==> src/rtl/sram_ctrl_pkg.sv <==
// rtl/sram_ctrl_pkg.sv - shared types and defaults for the operand SRAM access controller
package sram_ctrl_pkg;

    localparam int AW_DEF     = 3;
    localparam int DW_DEF     = 32;
    localparam int RD_LAT_DEF = 1;
    // Shared sweep/latency counter width; covers DEPTH-1 and RD_LAT for any sane setting.
    localparam int CW         = 8;

    typedef enum logic [2:0] {
        ST_IDLE,
        ST_WRITE,
        ST_READ_A,
        ST_READ_B,
        ST_CLEAR,
        ST_DONE
    } state_e;

endpackage

==> src/rtl/sram_access_ctrl.sv <==
// rtl/sram_access_ctrl.sv - arbitrates and sequences the 8x32 operand SRAM for entry, fetch and clear
//
// Ports:
//   clk, rst_n                         clock, async active-low reset
//   wr_req/wr_addr/wr_data/wr_ack      keypad entry write (req held until ack pulse)
//   op_req/op_addr_a/op_addr_b         ALU operand fetch (A then B)
//   op_ack/op_a/op_b/op_err            fetch result; op_err = A or B slot never written
//   clr_req/clr_busy                   clear-all sweep (busy through the DONE cycle)
//   mem_rd/mem_load/mem_clear          SRAM control pins (registered)
//   mem_addr/mem_wdata/mem_rdata       SRAM address, dataIn, dataOut
//   valid_mask                         per-slot written-since-clear flags
module sram_access_ctrl
    import sram_ctrl_pkg::*;
#(
    parameter int AW     = AW_DEF,
    parameter int DW     = DW_DEF,
    parameter int RD_LAT = RD_LAT_DEF
) (
    input  logic                clk,
    input  logic                rst_n,
    input  logic                wr_req,
    input  logic [AW-1:0]       wr_addr,
    input  logic [DW-1:0]       wr_data,
    output logic                wr_ack,
    input  logic                op_req,
    input  logic [AW-1:0]       op_addr_a,
    input  logic [AW-1:0]       op_addr_b,
    output logic                op_ack,
    output logic [DW-1:0]       op_a,
    output logic [DW-1:0]       op_b,
    output logic                op_err,
    input  logic                clr_req,
    output logic                clr_busy,
    output logic                mem_rd,
    output logic                mem_load,
    output logic                mem_clear,
    output logic [AW-1:0]       mem_addr,
    output logic [DW-1:0]       mem_wdata,
    input  logic [DW-1:0]       mem_rdata,
    output logic [(1<<AW)-1:0]  valid_mask
);

    localparam int DEPTH = 1 << AW;

    state_e              state_q, state_d;
    logic [CW-1:0]       cnt_q, cnt_d;
    logic                rr_op_q, rr_op_d;
    logic                mem_rd_q, mem_rd_d;
    logic                mem_load_q, mem_load_d;
    logic                mem_clear_q, mem_clear_d;
    logic [AW-1:0]       mem_addr_q, mem_addr_d;
    logic [DW-1:0]       mem_wdata_q, mem_wdata_d;
    logic                wr_ack_q, wr_ack_d;
    logic                op_ack_q, op_ack_d;
    logic                op_err_q, op_err_d;
    logic                clr_busy_q, clr_busy_d;
    logic [DW-1:0]       op_a_q, op_a_d;
    logic [DW-1:0]       op_b_q, op_b_d;
    logic [DEPTH-1:0]    valid_q, valid_d;

    // Every output is a register: the next-state logic computes the pin values
    // for the state being entered, so pins change exactly at state boundaries.
    always_comb begin
        state_d     = state_q;
        cnt_d       = cnt_q;
        rr_op_d     = rr_op_q;
        mem_rd_d    = 1'b1;
        mem_load_d  = 1'b0;
        mem_clear_d = 1'b0;
        mem_addr_d  = mem_addr_q;
        mem_wdata_d = mem_wdata_q;
        wr_ack_d    = 1'b0;
        op_ack_d    = 1'b0;
        op_err_d    = 1'b0;
        clr_busy_d  = 1'b0;
        op_a_d      = op_a_q;
        op_b_d      = op_b_q;
        valid_d     = valid_q;

        case (state_q)
            ST_IDLE: begin
                if (clr_req) begin
                    state_d     = ST_CLEAR;
                    cnt_d       = '0;
                    mem_clear_d = 1'b1;
                    mem_addr_d  = '0;
                    clr_busy_d  = 1'b1;
                end else if (wr_req && !(op_req && rr_op_q)) begin
                    state_d     = ST_WRITE;
                    mem_rd_d    = 1'b0;
                    mem_load_d  = 1'b1;
                    mem_addr_d  = wr_addr;
                    mem_wdata_d = wr_data;
                    // A fetch that lost this round gets the next one.
                    rr_op_d     = rr_op_q | op_req;
                end else if (op_req) begin
                    state_d    = ST_READ_A;
                    cnt_d      = '0;
                    mem_addr_d = op_addr_a;
                    rr_op_d    = 1'b0;
                end
            end
            ST_WRITE: begin
                valid_d[mem_addr_q] = 1'b1;
                state_d             = ST_DONE;
                wr_ack_d            = 1'b1;
            end
            ST_READ_A: begin
                if (cnt_q == CW'(RD_LAT)) begin
                    op_a_d     = mem_rdata;
                    state_d    = ST_READ_B;
                    cnt_d      = '0;
                    mem_addr_d = op_addr_b;
                end else begin
                    cnt_d = cnt_q + 1'b1;
                end
            end
            ST_READ_B: begin
                if (cnt_q == CW'(RD_LAT)) begin
                    op_b_d   = mem_rdata;
                    state_d  = ST_DONE;
                    cnt_d    = '0;
                    op_ack_d = 1'b1;
                    op_err_d = ~valid_q[op_addr_a] | ~valid_q[op_addr_b];
                end else begin
                    cnt_d = cnt_q + 1'b1;
                end
            end
            ST_CLEAR: begin
                valid_d[cnt_q[AW-1:0]] = 1'b0;
                clr_busy_d             = 1'b1;
                if (cnt_q == CW'(DEPTH - 1)) begin
                    state_d = ST_DONE;
                    cnt_d   = '0;
                end else begin
                    cnt_d       = cnt_q + 1'b1;
                    mem_clear_d = 1'b1;
                    mem_addr_d  = cnt_d[AW-1:0];
                end
            end
            ST_DONE: begin
                state_d = ST_IDLE;
            end
            default: begin
                state_d = ST_IDLE;
            end
        endcase
    end

    always_ff @(posedge clk or negedge rst_n) begin
        if (!rst_n) begin
            state_q     <= ST_IDLE;
            cnt_q       <= '0;
            rr_op_q     <= 1'b0;
            mem_rd_q    <= 1'b1;
            mem_load_q  <= 1'b0;
            mem_clear_q <= 1'b0;
            mem_addr_q  <= '0;
            mem_wdata_q <= '0;
            wr_ack_q    <= 1'b0;
            op_ack_q    <= 1'b0;
            op_err_q    <= 1'b0;
            clr_busy_q  <= 1'b0;
            op_a_q      <= '0;
            op_b_q      <= '0;
            valid_q     <= '0;
        end else begin
            state_q     <= state_d;
            cnt_q       <= cnt_d;
            rr_op_q     <= rr_op_d;
            mem_rd_q    <= mem_rd_d;
            mem_load_q  <= mem_load_d;
            mem_clear_q <= mem_clear_d;
            mem_addr_q  <= mem_addr_d;
            mem_wdata_q <= mem_wdata_d;
            wr_ack_q    <= wr_ack_d;
            op_ack_q    <= op_ack_d;
            op_err_q    <= op_err_d;
            clr_busy_q  <= clr_busy_d;
            op_a_q      <= op_a_d;
            op_b_q      <= op_b_d;
            valid_q     <= valid_d;
        end
    end

    assign wr_ack     = wr_ack_q;
    assign op_ack     = op_ack_q;
    assign op_err     = op_err_q;
    assign op_a       = op_a_q;
    assign op_b       = op_b_q;
    assign clr_busy   = clr_busy_q;
    assign mem_rd     = mem_rd_q;
    assign mem_load   = mem_load_q;
    assign mem_clear  = mem_clear_q;
    assign mem_addr   = mem_addr_q;
    assign mem_wdata  = mem_wdata_q;
    assign valid_mask = valid_q;

endmodule
==> config.mk <==
export PLATFORM = sky130hd
export DESIGN_NAME = sram_access_ctrl
export DESIGN_NICKNAME = d
export VERILOG_FILES = /design/src/rtl/sram_ctrl_pkg.sv /design/src/rtl/sram_access_ctrl.sv
export SDC_FILE = /design/constraint.sdc
export NUM_CORES = 1
export LEC_CHECK = 0
export CAP_MARGIN = 10
export CELL_PAD_IN_SITES_DETAIL_PLACEMENT = 0
export CELL_PAD_IN_SITES_GLOBAL_PLACEMENT = 1
export CORE_MARGIN = 4
export CORE_UTILIZATION = 37
export DETAILED_ROUTE_END_ITERATION = 10
export HOLD_SLACK_MARGIN = 0.02
export PLACE_DENSITY = 0.93
export SLEW_MARGIN = 40
export SYNTH_ARGS = -nofsm -noshare
export SYNTH_HDL_FRONTEND = slang
export SYNTH_SLANG_ARGS = --single-unit
export TNS_END_PERCENT = 1
==> constraint.sdc <==
create_clock -name clk -period 6.08 [get_ports clk]
set_input_delay 1.216 -clock clk [delete_from_list [all_inputs] [get_ports clk]]
set_output_delay 1.216 -clock clk [all_outputs]
set_load 0.01 [all_outputs]
### Word-level counts from Yosys, hierarchy flattened

Cells that the tools add are included.

* register bits: 126
* input port bits: 78
* output and inout port bits: 114
* logic and storage cells: 106

* $add $sub $neg: 1
* magnitude comparators: 6
* equal/unequal tests: 13
* multiplexer cells: 45
* bitwise operators: 8
* reduce and logical (&&, ||, !) cells: 18

Operators with widths (number)
* 2-to-1 mux 8 bit: 5
* 2-to-1 mux 3 bit: 11
* one-hot mux 8 bit (3 select lines): 1
* 2-to-1 mux 1 bit: 19
* < comparator 3 x 4 -> 1 bit, second input constant: 4
* one-hot mux 8 bit (2 select lines): 1
* one-hot mux 3 bit (5 select lines): 1
* one-hot mux 3 bit (3 select lines): 1
* AND reduction 3 bit: 3
* adder 8 x 1 -> 8 bit, second input constant: 1
* bitwise AND 8 bit: 1
* equality test 8 x 1 -> 1 bit, second input constant: 1
* equality test 8 x 3 -> 1 bit, second input constant: 1
* inequality test 2 bit, second input constant: 4
* NOT 8 bit: 1
* OR 8 bit: 1
* AND reduction 4 bit: 2
* binary-select mux 1 bit (select 3 bit): 2
* demux 1 bit (select 3 bit): 2
* equality test 3 x 2 -> 1 bit, second input constant: 2
* greater-or-equal comparator 3 x 1 -> 1 bit, second input constant: 2
* inequality test 3 bit, second input constant: 2
* nonzero test 3 bit: 2
* logical AND 1 bit: 4
* other kinds (11): 17

### Depth between registers and ports, before layout

Gate-level depths: netlist (run 1).

* depth after elaboration: 7
* depth in mapped cells: 7
* mapped depth without buffers: 7

### Worst setup path before layout (run 1)

Ideal clock, no wire load.

* kind: input-to-reg
* start point: in wr_req
* end point: reg mem_wdata_q[13], in the netlist mem_wdata[13]
* setup time: 0.065 ns
* data arrival time: 2.442 ns
* data required time: 6.015 ns
* setup slack: 3.573 ns
* stages: 6
* path buffers: 1
* cells stage by stage: a21boi_1 nand3_1 inv_1 clkbuf_1 nand2_1 nand2_1

* longest elaborated chain between the ends: 2

Ends and longest elaborated chain
* start, declared: RTL line sram_access_ctrl.sv:21 `input logic wr_req,`
* logical AND 1 bit: RTL line sram_access_ctrl.sv:88 `end else if (wr_req && !(op_req && rr_op_q)) begin`
* AND reduction 3 bit (no source line)
* end signal, assigned: RTL line sram_access_ctrl.sv:175 `mem_wdata_q <= mem_wdata_d;`
* end, declared: RTL line sram_access_ctrl.sv:52 `logic [DW-1:0] mem_wdata_q, mem_wdata_d;`

Every way passes these cells.
A chain may end at the register's enable or synchronous reset.

### Worst setup path after layout (run 1)

* start point: in op_req
* end point: reg mem_wdata_q[12], in the netlist mem_wdata[12]

* longest elaborated chain between the ends: 4

Ends and longest elaborated chain
* start, declared: RTL line sram_access_ctrl.sv:25 `input logic op_req,`
* logical AND 1 bit: RTL line sram_access_ctrl.sv:88
* zero test 1 bit: RTL line sram_access_ctrl.sv:88
* logical AND 1 bit: RTL line sram_access_ctrl.sv:88
* AND reduction 3 bit (no source line)

Every way passes these cells.

==> flow_metrics.tcl, run 1 <==
set metrics [dict create \
    status "complete, no violations" \
    finClkSkew_ps 9.939 \
    maxCapViolations 0 \
    cts_buffer_depth 2 \
    power_density_nw_per_um2 526.5 \
    max_freq_mhz 342.9 \
    rr_startpoint "cnt_q[3]" \
    yosysTopAreaCellShare_pct 58.32 \
    diodes 0 \
    first_iter_violations 160 \
    dieHeight_um 128.4 \
    max_slew.worst_pin.slew_ps 689.5 \
    wl_mm 14.08 \
    grt_pass1_wl_mm 22.74 \
    h-tree-depth 4 \
    synth_most_common_cell "dfrtp_1" \
    area_growth_pct 48.73 \
    io_pins 192 \
    irDropWorstVdd_v 0.0002458 \
    yosysWarnings 0 \
    setup_viol 0 \
    cts.clk_slew.worst_paths_ps 60 \
    grt_max_degree 72 \
    critical_path.top_delay_family "buffers and inverters" \
    drt_pre_antenna_iters 4 \
    crit_required_ps 6430 \
    hold_violations 0 \
    core_um2 14040 \
    synth_area_um2 5364 \
    cp-start-kind "input pin" \
    synthArstFlopShare_pct 100.0 \
    crit_type "input pin to flip-flop" \
    rows 43 \
    antenna_found_initial 0 \
    slowest_stage "a21boi_1" \
    hp-class "flip-flop to flip-flop" \
    yosysSeqAreaShare_pct 58.81 \
    post_drt_wl_per_cell_um 17.09 \
    yosys-top-cells-count "dfrtp_1, nand2_1, mux2_2, mux2_4, a21oi_1" \
    numCtsBuffers 17 \
    synth_edf_count 0 \
    slew_headroom_pct 54.04 \
    max_stage_delay_ps 500 \
    cts_setup_buffers 0 \
    cp_cell_sequence "clkdlybuf4s50_1 -> a21boi_1 -> nand3_1 -> buf_4 -> inv_2 -> nand2_1 -> nand2_1" \
    startpoint "op_req" \
    final_util_pct 56.81 \
    fin_crit_ps 2916 \
    die_x_um 128.4 \
    vias 4128 \
    drc 0 \
    maxSlewViolCount 0 \
    place_congestion 0.8114 \
    grt-ovfl-total 0 \
    drive_gt1_share_pct 17.55 \
    cts_hold_buf 0 \
    synthFlopType "dfrtp_1" \
    avgViaCountPerCell 5.010 \
    start_util_pct 38.20 \
    fin_crit_sh_pct 47.96 \
    num-fill-cells 1097 \
    syn_avg_cell_area_um2 12.25 \
    worstHoldStart "mem_wdata[26]" \
    cpMostUsedCell "nand2_1" \
    path_buf_inv 3 \
    yosys.area.top_type "dfrtp_1" \
    p_leak_nw 3.615 \
    ys_seq_elements 126 \
    grt_use_total_pct 17.50 \
    cp-end-kind "flip-flop" \
    grt_pass1_vias 4369 \
    dp_hpwl_mm 9.819 \
    fin_nets 711 \
    fin_tns_setup_ps 0 \
    synth_fp_nets 518 \
    cp_max_fo 34 \
    clock-sinks 126 \
    cts_resized 0 \
    synth_cell_types 44 \
    io_buffers 191 \
    dieArea_um2 16490 \
    rsz0062_at_grt "false" \
    critical_path_arrival_ps 3260 \
    yosys-top-cells-area "dfrtp_1, mux2_4, mux2_2" \
    cts_tree "done" \
    syn_inst 438 \
    ant_nets 0 \
    clock_latency_ps 410 \
    cts_root_buf "clkbuf_16" \
]
final timing paths:
path / endpoint / slack, ps / cells after the start
setup reg to reg: op_b[29] / 3440 / 4
hold / removal: mem_wdata[26] / 470 / 2
hold reg to reg: mem_wdata[26] / 470 / 2
setup / recovery: mem_wdata[12] / 3160 / 7
max in group asynchronous: mem_wdata[0] / 4130 / 2
min in group asynchronous: op_b[6] / 820 / 1
routing by layer:
layer  global-route usage, %  vias up  share of wire [%]
met2                   27.43      190                 48
li1                        -     1898                  -
met3                   6.517       13                9.0
met5                       0        -                  0
met1                   22.56     2027                 42
met4                   5.743        0               0.94
cells by family after synthesis:
family,count (synthesis),share of synthesized area (%)
compound gates,52,6.042
flops,126,58.81
fa+ha+maj,2,0.4665
xor+xnor,1,0.1633
mux,77,18.99
buf+inv,24,2.519
simple gates,156,13.02
placed cells by master (no fill, tap or decap), drive strengths merged, types with 2 or more instances in the layout:
cell,n
nand4,2
clkinv,6
nor3,7
a21oi,18
nand2b,3
ha,2
clkinvlp,3
bufinv,2
o21ai,8
mux2i,5
nor2,16
a22o,3
nor2b,6
buf,3
nand3,7
o21a,2
dfrtp,125
o31ai,2
clkdlybuf4s50,190
inv,5
a31oi,5
and2,2
clkbuf,21
mux4,4
mux2,68
a21o,4
o22ai,5
nand2,106
and3,2
worst reg2reg max path: stages (launching register included):
cell,delay (ps)
dfrtp_1,440
or4_4,590
nor3_4,370
nand3_4,580
mux2_4,540
area by class of cell:
class	count	area, µm²	share of cell area (%)
clock buffers	21	460.4	5.772
clock inverters	11	116.4	1.459
inverters	5	18.77	0.2353
multi-input cells	288	2074	26.00
flip-flops and latches	126	3154	39.54
well taps	180	225.2	2.823
repair buffers	193	1928	24.17
power by group:
part           leakage, nW  switching [W]  internal (W)
registers             1.52       0.000284       0.00122
clock network        0.279       0.000360      0.000621
logic                 1.81       0.000686       0.00103
state kept, by name (all words and copies together), names as in the netlist:
register,count
op_err,1
mem_addr,3
rr_op_q,1
state_q,3
mem_wdata,32
op_ack,1
cnt_q,8
clr_busy,1
op_a,32
valid_mask,8
mem_rd,1
op_b,32
mem_load,1
mem_clear,1
wr_ack,1
through the flow:
step                      hold WS (ps)  setup WS, ps  cell area (µm²)  instances  power (W)
after floorplan                  497.6          3573             5364        438   0.002243
after global placement           462.5          2522             7397        792   0.003179
after detailed placement         465.4          2711             7401        792   0.003231
after CTS                        480.0          3103             7978        824   0.004245
after global routing             504.2          2906             7978        824   0.004452
final                            473.9          3164             7978        824   0.004201
Power figures use the tool's default switching activity.
==> inputs of run 2 (changes only) <==
CORE_UTILIZATION = 31   (was 37)
PLACE_DENSITY = 0.84   (was 0.93)
clock period = 2.5 ns   (was 6.08 ns; I/O delays follow)
==> run 2 against run 1 <==
Hold slack worse by 2.2 ps. Critical path type is now flip-flop to flip-flop. Power grew to 2.5 times the previous value. Flip-flop and latch count stayed put. Largest power group unchanged.
==> flow_metrics.tcl, run 2 (synthesis results as in run 1) <==
set metrics [dict create \
    status "complete, no violations" \
    fin_crit_ps 2260 \
    area_growth_pct 53.77 \
    finClkSkew_ps 8.162 \
    power_density_nw_per_um2 1293 \
    stdcell_area_um2 8248 \
    drc 0 \
    die_x_um 139.5 \
    post_drt_wl_per_cell_um 15.96 \
    cts_setup_buffers 0 \
    drive_gt1_share_pct 18.68 \
    clock_latency_ps 410 \
    dieArea_um2 19470 \
    hold_violations 0 \
    hp-class "flip-flop to flip-flop" \
    fin_tns_setup_ps 0 \
    h-tree-depth 4 \
    max_freq_mhz 442.5 \
    mostFrequentLayoutCell "clkdlybuf4s50_1" \
    diodes 0 \
    cp-start-kind "flip-flop" \
    clock-sinks 126 \
    io_pins 192 \
    setup_viol 0 \
    hold_slack_ps 471.7 \
    num-fill-cells 1493 \
    slew_headroom_pct 65.63 \
    fin_nets 720 \
    vias 4063 \
    grt_pass1_vias 4317 \
    slowest_stage "or4_4" \
    multiInputGateArea_um2 2074 \
    placed_cell_area_um2 7557 \
    dieHeight_um 139.5 \
    antenna_found_initial 0 \
    first_iter_violations 171 \
    ant_nets 0 \
    maxSlewViolCount 0 \
    cts_hold_buf 1 \
    cp-end-kind "flip-flop" \
    avgViaCountPerCell 4.654 \
    numCtsBuffers 17 \
    wl_mm 13.94 \
    cts.clk_slew.worst_paths_ps 60 \
    final_cell_mix "clkdlybuf4s50_1, dfrtp_1, nand2_1" \
    rows 47 \
    fin_crit_sh_pct 90.39 \
    cts_resized 0 \
    irDropWorstVdd_v 0.0005684 \
    maxCapViolations 0 \
    grt_pass1_wl_mm 22.83 \
    max_slew.worst_pin.slew_ps 515.6 \
    core_um2 16760 \
    grt-ovfl-total 0 \
    final_cells 873 \
    crit_type "flip-flop to flip-flop" \
    max_stage_delay_ps 590 \
    cts_buffer_depth 2 \
    dp_hpwl_mm 10.32 \
    io_buffers 191 \
    p_leak_nw 3.736 \
    regArea_um2 3154 \
    crit_required_ps 2790 \
    place_congestion 0.8339 \
    cts_tree "done" \
    cp_max_fo 23 \
    grt_use_total_pct 14.48 \
    start_util_pct 32.00 \
    dp_cells 840 \
    drt_pre_antenna_iters 4 \
    critical_path_arrival_ps 2550 \
    grt_max_degree 56 \
    rsz0062_at_grt "false" \
    cts_root_buf "clkbuf_16" \
    cp_cell_sequence "or4_4 -> nor3_4 -> nand2_4 -> buf_12 -> mux2_2" \
]
run 2: cell count changes in the layout (fill, tap and decap cells not counted), moves of 2 or more:
cell / previous run / this run
clkinvlp_4: 3 / 0
buf_4: 2 / 7
clkinv_4: 1 / 4
inv_6: 0 / 4
bufinv_16: 2 / 6
clkbuf_8: 2 / 0
buf_12: 0 / 4
clkbuf_1: 2 / 0
clkinv_2: 5 / 1
run 2: stage by stage:
step / power [W] / util (%) / worst slack, ps
detailed placement: 0.007908 / 45.09 / 244.3
global route: 0.01130 / 49.21 / 114.5
floorplan: 0.005456 / - / 449.0
global placement: 0.007781 / 45.09 / 298.5
CTS: 0.01081 / 49.21 / 218.7
finish: 0.01066 / 49.21 / 240.3
run 2: layer usage:
metal	track usage, %	routed length, µm
met4	4.997	218
met2	22.75	6427
met5	0	0
met3	5.111	1177
met1	18.68	6111
run 2: worst max-delay path: cells and delay by family (launching register included):
family	cells	cell delay, ps
buf+inv	1	220
flops	1	440
mux	1	280
simple gates	3	1180
run 2: power breakdown:
part	total (W)	switching [W]	internal [W]
registers	0.00363	0.000664	0.00297
clock network	0.00283	0.000942	0.00189
logic	0.00420	0.00168	0.00252
total	0.0107	0.00329	0.00738
run 2: final timing paths:
kind	end	cells after the start	slack (ps)	from
worst max-delay path	op_a[29]	5	240	cnt_q[3]
worst min-delay path	mem_wdata[8]	2	470	mem_wdata[8]
worst max register to register	op_a[29]	5	240	cnt_q[3]
worst min register to register	mem_wdata[8]	2	470	mem_wdata[8]
max in group asynchronous	mem_rd	3	1350	rst_n
min in group asynchronous	op_b[0]	2	520	rst_n
run 2: cell type report:
cell class	count	area share (%)
clock buffer	17	5.158
clock inverter	15	3.095
inverter	5	0.2275
multi-input combinational	288	25.15
sequential	126	38.24
tap	220	3.337
timing repair buffer	202	24.79
==> inputs of run 3 (changes only) <==
CORE_MARGIN = default   (was 4)
MAX_ROUTING_LAYER = met4   (was default)
==> run 3 against run 2 <==
Flip-flop and latch count did not move. Power fell by 5.4%. Final area fell by 1.9%. Core utilization fell by 0.93 points. Count of clock-buffer cells in the layout rose by 4. Sequential share of layout area rose by 0.74 points. Wire length fell by 1.4%. Highest routed layer unchanged.
==> flow_metrics.tcl, run 3 (synthesis results as in run 1) <==
set metrics [dict create \
    cp-start-kind "flip-flop" \
    maxCapViolations 0 \
    slew_headroom_pct 62.39 \
    vias 4101 \
    irDropWorstVdd_v 0.0005201 \
    ant_nets 0 \
    cts_tree "done" \
    reg2reg_depth 5 \
    drc 0 \
    die_x_um 133.5 \
    clock-sinks 126 \
    dp_cells 839 \
    critical_path_arrival_ps 2530 \
    io_buffers 191 \
    cts_hold_buf 1 \
    grt_pass1_wl_mm 22.22 \
    h-tree-depth 4 \
    cp-end-kind "flip-flop" \
    p_leak_nw 3.664 \
    first_iter_violations 198 \
    cts.clk_slew.worst_paths_ps 60 \
    status "complete, no violations" \
    place_congestion 0.8094 \
    cp_max_fo 7 \
    fin_crit_sh_pct 89.60 \
    crit_type "flip-flop to flip-flop" \
    diodes 0 \
    path_buf_inv 0 \
    cp.depth 5 \
    cts_buffer_depth 2 \
    cts_root_buf "clkbuf_16" \
    max_freq_mhz 446.4 \
    hold_violations 0 \
    placed_cell_area_um2 7537 \
    whs_path_depth 2 \
    stdcell_area_um2 8092 \
    antenna_found_initial 0 \
    setup_viol 0 \
    final_cells 872 \
    hold_slack_ps 471.6 \
    wl_mm 13.74 \
    power_density_nw_per_um2 1246 \
    cts_resized 0 \
    finalPower_w 0.01009 \
    io_pins 192 \
    finClkSkew_ps 7.048 \
    dieArea_um2 17830 \
    avgViaCountPerCell 4.703 \
    rows 47 \
    cts_setup_buffers 0 \
    grt_pass1_vias 4233 \
    final_cell_mix "clkdlybuf4s50_1, dfrtp_1, nand2_1" \
    start_util_pct 32.00 \
    maxSlewViolCount 0 \
    mostFrequentLayoutCell "clkdlybuf4s50_1" \
    numCtsBuffers 17 \
    fin_tns_setup_ps 0 \
    grt-ovfl-total 0 \
    dieHeight_um 133.5 \
    rsz0062_at_grt "false" \
    cp_cell_sequence "or4_4 -> nor3_4 -> o31ai_1 -> a21oi_2 -> mux2_2" \
    grt_use_total_pct 16.48 \
    drive_gt1_share_pct 18.10 \
    fin_crit_ps 2240 \
    dp_hpwl_mm 9.774 \
    area_growth_pct 50.85 \
    fin_nets 719 \
    clock_latency_ps 410 \
    critical_path.top_delay_family "simple AND/OR/NAND/NOR gates" \
    core_um2 16760 \
    slowest_stage "or4_4" \
    crit_required_ps 2790 \
    drt_pre_antenna_iters 6 \
    grt_max_degree 53 \
    hp-class "flip-flop to flip-flop" \
    post_drt_wl_per_cell_um 15.76 \
    max_slew.worst_pin.slew_ps 562.0 \
    max_stage_delay_ps 580 \
    num-fill-cells 1473 \
]
[run 3: worst reg2reg max path, cell delays in order (launching register included)]
cell     delay [ps]
dfrtp_1         450
or4_4           580
nor3_4          370
o31ai_1         140
a21oi_2         220
mux2_2          370
[run 3: worst paths after layout]
check	start	slack, ps	end
worst max-delay path	cnt_q[3]	260	mem_addr[2]
worst min-delay path	mem_wdata[28]	470	mem_wdata[28]
worst max register to register	cnt_q[3]	260	mem_addr[2]
worst min register to register	mem_wdata[28]	470	mem_wdata[28]
max in group asynchronous	rst_n	1280	mem_rd
min in group asynchronous	rst_n	510	op_b[2]
[run 3: power breakdown]
group,internal (W),switching (W)
logic,0.00252,0.00166
registers,0.00297,0.000669
clock network,0.00138,0.000886
[run 3: per-stage QoR]
step	setup WS [ps]	utilization, %
floorplan	449.0	-
global placement	346.3	44.97
detailed placement	259.9	44.97
CTS	251.0	48.28
global route	158.5	48.28
finish	259.9	48.28
[run 3: routing by layer]
metal	GRT usage [%]	vias up	share of wire, %
li1	-	1915	-
met1	21.17	1992	45
met2	25.12	181	47
met3	4.338	13	5.7
met4	5.682	0	1.6
met5	-	-	0
[run 3: area by class of cell]
| class | count | area [µm²] | area share (%) |
|---|---|---|---|
| repair buffers | 201 | 2024 | 25.02 |
| multi-input cells | 288 | 2074 | 25.64 |
| clock inverters | 11 | 93.84 | 1.160 |
| clock buffers | 21 | 450.4 | 5.567 |
| flip-flops and latches | 126 | 3154 | 38.98 |
| well taps | 220 | 275.3 | 3.402 |
| inverters | 5 | 18.77 | 0.2319 |
==> patch 1: new RTL, settings of run 1 <==
Re-encode `state_e` (6 states) as one-hot, 6 bits wide.
--- a/src/rtl/sram_ctrl_pkg.sv
+++ b/src/rtl/sram_ctrl_pkg.sv
@@ -8,11 +8,11 @@
     localparam int CW         = 8;
 
-    typedef enum logic [2:0] {
-        ST_IDLE,
-        ST_WRITE,
-        ST_READ_A,
-        ST_READ_B,
-        ST_CLEAR,
-        ST_DONE
+    typedef enum logic [5:0] {
+        ST_IDLE   = 6'b000001,
+        ST_WRITE  = 6'b000010,
+        ST_READ_A = 6'b000100,
+        ST_READ_B = 6'b001000,
+        ST_CLEAR  = 6'b010000,
+        ST_DONE   = 6'b100000
     } state_e;
 
Behaviour: same outputs for any inputs over 4 cycles, from zero or initial values and one cycle with rst_n low; so few cycles prove little.
==> patch 1 against run 1 <==
Register-to-register slack better by 0.12 ns; cell count decreased by 6.3%; setup slack better by 0.068 ns; final area is 1.6% higher; first-iteration DRC count increased by 5.6%; power fell by 21%; core utilization is 1.1 points higher; synthesized cell count is 14% lower; die area down 0.68%; synthesized area fell by 0.72%; sequential cell count increased by 3; routed wire length is 4.3% lower; largest power group is now registers.
==> patch 1: results (changes against run 1) <==
STATUS='completed'  # unchanged
WL_PER_CELL_UM=17.5  # was 17.1 µm
SYNTH.YOSYS.SEQ_AREA_SHARE=0.607  # was 0.588
N_CLOCK_BUFFER=19  # was 21
GRT_UTIL_ALL_LAYERS=0.169  # was 0.175
AREA.GROWTH.SYNTH_TO_FINAL_PCT=52.2  # was 48.7%
SYNTH_AREA_LEADERS='sky130_fd_sc_hd__dfrtp_1, sky130_fd_sc_hd__mux2_1, sky130_fd_sc_hd__mux2_2, sky130_fd_sc_hd__nand2_1, sky130_fd_sc_hd__mux4_2'  # was sky130_fd_sc_hd__dfrtp_1, sky130_fd_sc_hd__mux2_4, sky130_fd_sc_hd__mux2_2, sky130_fd_sc_hd__nand2_1, sky130_fd_sc_hd__mux4_2
POWER-PER-CELL-AREA_mW_PER_MM2=407  # was 527 mW/mm²
MULTI_INPUT_COMB_CELLS=231  # was 288
INV_COUNT=3  # was 5
BUFFERS_EXCL_CLOCK=197  # was 193
YOSYS-TOP-CELLS-COUNT='sky130_fd_sc_hd__dfrtp_1, sky130_fd_sc_hd__mux2_1, sky130_fd_sc_hd__mux2_2, sky130_fd_sc_hd__nand2_1, sky130_fd_sc_hd__o21ai_0'  # was sky130_fd_sc_hd__dfrtp_1, sky130_fd_sc_hd__nand2_1, sky130_fd_sc_hd__mux2_2, sky130_fd_sc_hd__mux2_4, sky130_fd_sc_hd__a21oi_1
SYNTHESIZED_AREA_FRACTION_OCCUPIED_BY_AO_OA_AOI_AND_OAI_CELLS=0.0505  # was 0.0604
GRT_PASS1_VIAS=4085  # was 4369
GRT_UTIL_MET1=0.195  # was 0.226
DR_TOTAL_VIAS=3860  # was 4128
SYNTH.FF_LATCH_COUNT=129  # was 126
DRT_ITER0_DRC=169  # was 160
SYNTHDISTINCTLIBCELLS=47  # was 44
DETAIL_ROUTE.WIRELENGTH.MET1_UM=5220  # was 5930 µm
BUFFER_AREA_FRAC=0.245  # was 0.242
MET3WIRELENGTH_UM=716  # was 1270 µm
DP_HPWL_UM=10000  # was 9820 µm
PLACE.DETAILED.INSTANCES=739  # was 792
POWER_LEAKAGE_nW=3.63  # was 3.62 nW
FINALWIRELENGTH_UM=13500  # was 14100 µm
SYNTHESIS.INSTANCES=376  # was 438
SYNTHADDERAREAFRAC=0.00470  # was 0.00467
==> patch 1: path summary, 6_finish.rpt <==
check / startpoint / to / slack [ns] / depth (start not counted)
max in group asynchronous: rst_n / op_a[1] / 4.20 / 3
min in group asynchronous: rst_n / op_b[19] / 0.64 / 1
setup reg to reg: state_q[1] / op_b[12] / 3.56 / 5
hold / removal: op_b[23] / op_b[23] / 0.48 / 1
hold reg to reg: op_b[23] / op_b[23] / 0.48 / 1
setup / recovery: wr_req / mem_wdata[26] / 3.23 / 5
==> patch 1: worst reg2reg max path: stages, from the launching register on <==
cell and delay [ns]:
sky130_fd_sc_hd__dfrtp_1 0.42, sky130_fd_sc_hd__or4_4 0.62, sky130_fd_sc_hd__nand2b_1 0.25, sky130_fd_sc_hd__nor2_4 0.53, sky130_fd_sc_hd__buf_6 0.25, sky130_fd_sc_hd__mux2_1 0.34
==> patch 2: new RTL, config.mk and constraints of run 1 <==
Without the edit above. Set the package constant `CW` to 10 (it was 8).
--- a/src/rtl/sram_ctrl_pkg.sv
+++ b/src/rtl/sram_ctrl_pkg.sv
@@ -6,5 +6,5 @@
     localparam int RD_LAT_DEF = 1;
     // Shared sweep/latency counter width; covers DEPTH-1 and RD_LAT for any sane setting.
-    localparam int CW         = 8;
+    localparam int CW         = 10;
 
     typedef enum logic [2:0] {
Function: same outputs for any inputs over 4 cycles, from zero or initial values and one cycle with rst_n low; that may be too few to reach the edited logic, so the function may still have changed.
==> patch 2 against run 1 <==
Setup slack improved by 0.030 ns; critical path type unchanged; power rose by 3.9%; sequential cell count rose by 2; sequential power rose by 3%; cell count fell by 4.4%; non-clock buffer count rose by 1; final area rose by 1.9%; synthesized area rose by 3.2%; routed wire length fell by 0.35%; worst hold slack improved by 0.029 ns; critical endpoint is now mem_addr[2]; global-route usage fell by 1.0 points; count of clock-buffer cells in the layout did not move; largest cell class unchanged; highest routed layer unchanged; sequential share of layout area fell by 0.12 points; largest power group unchanged.
==> patch 2: results (changes against run 1) <==
MULTI_INPUT_COMB_CELLS=238  # was 288
GRT_UTIL_ALL_LAYERS=0.165  # was 0.175
MET2_CAPACITY_USAGE_DURING_GLOBAL_ROUTING=0.272  # was 0.274
PERIOD_SHARE=0.475  # was 0.480
WORST_EP_ARRIVAL_TIME_NS=3.17  # was 3.26 ns
SYNTH.YOSYS.SEQ_AREA_SHARE=0.579  # was 0.588
GRT_PASS1_VIAS=4235  # was 4369
YOSYS-TOP-CELLS-COUNT='sky130_fd_sc_hd__dfrtp_1, sky130_fd_sc_hd__mux2_2, sky130_fd_sc_hd__mux2_4, sky130_fd_sc_hd__o21ai_0, sky130_fd_sc_hd__nand2_1'  # was sky130_fd_sc_hd__dfrtp_1, sky130_fd_sc_hd__nand2_1, sky130_fd_sc_hd__mux2_2, sky130_fd_sc_hd__mux2_4, sky130_fd_sc_hd__a21oi_1
WORST-PATH-MAX-FANOUT=7  # was 34
WHS_PATH_DEPTH=1  # was 2
SHARE_SEQ_OF_TOTAL_POWER=0.356  # was 0.358
STATUS='completed'  # unchanged
SYNTHDISTINCTLIBCELLS=48  # was 44
ROUTABILITYCONGESTION=0.838  # was 0.811
DRT_ITER0_DRC=106  # was 160
POWER_SWITCHING_SHARE=0.316  # was 0.317
HOLD_SLACK_NS=0.503  # was 0.474 ns
DR_WL_MET2_UM=7010  # was 6750 µm
R2R-END='op_b[6]'  # was op_b[29]
POWER.NET_SWITCHING_mW=1.38  # was 1.33 mW
TIMING.CRITICAL_PATH.TO='mem_addr[2]'  # was mem_wdata[12]
SEQ_AREA_FRAC=0.394  # was 0.395
POST_SYNTH.CELL_AREA_AVG_UM2=13.9  # was 12.2 µm²
R2R_CELLS=3  # was 4
FINALNONFILLERCELLS=788  # was 824
PWR.GROUP.COMBINATIONAL_mW=1.88  # was 1.72 mW
HOLD-PATH-ENDPOINT='mem_wdata[10]'  # was mem_wdata[26]
[patch 2: changes by cell type in the layout (fill, tap and decap cells not counted), sizes merged, moves of 5 or more]
| cell | before | now |
|---|---|---|
| a21oi | 18 | 3 |
| nand2 | 106 | 14 |
| mux2 | 68 | 99 |
| nand2b | 3 | 8 |
| nor2 | 16 | 11 |
| inv | 5 | 14 |
| o31ai | 2 | 8 |
| o21ai | 8 | 22 |
[patch 2: critical path, stage by stage]
cell and delay [ns]:
sky130_fd_sc_hd__clkdlybuf4s50_1 0.52, sky130_fd_sc_hd__nor4_1 0.44, sky130_fd_sc_hd__nor3b_1 0.40, sky130_fd_sc_hd__nand4b_1 0.24, sky130_fd_sc_hd__mux2_2 0.36
[patch 2: logic make-up after synthesis]
| kind of cell | share of synthesized area |
|---|---|
| flops | 0.579 |
| mux | 0.246 |
| simple gates | 0.0657 |
| compound gates | 0.0709 |
| buf+inv | 0.0314 |
| xor+xnor | 0.00316 |
| fa+ha+maj | 0.00452 |
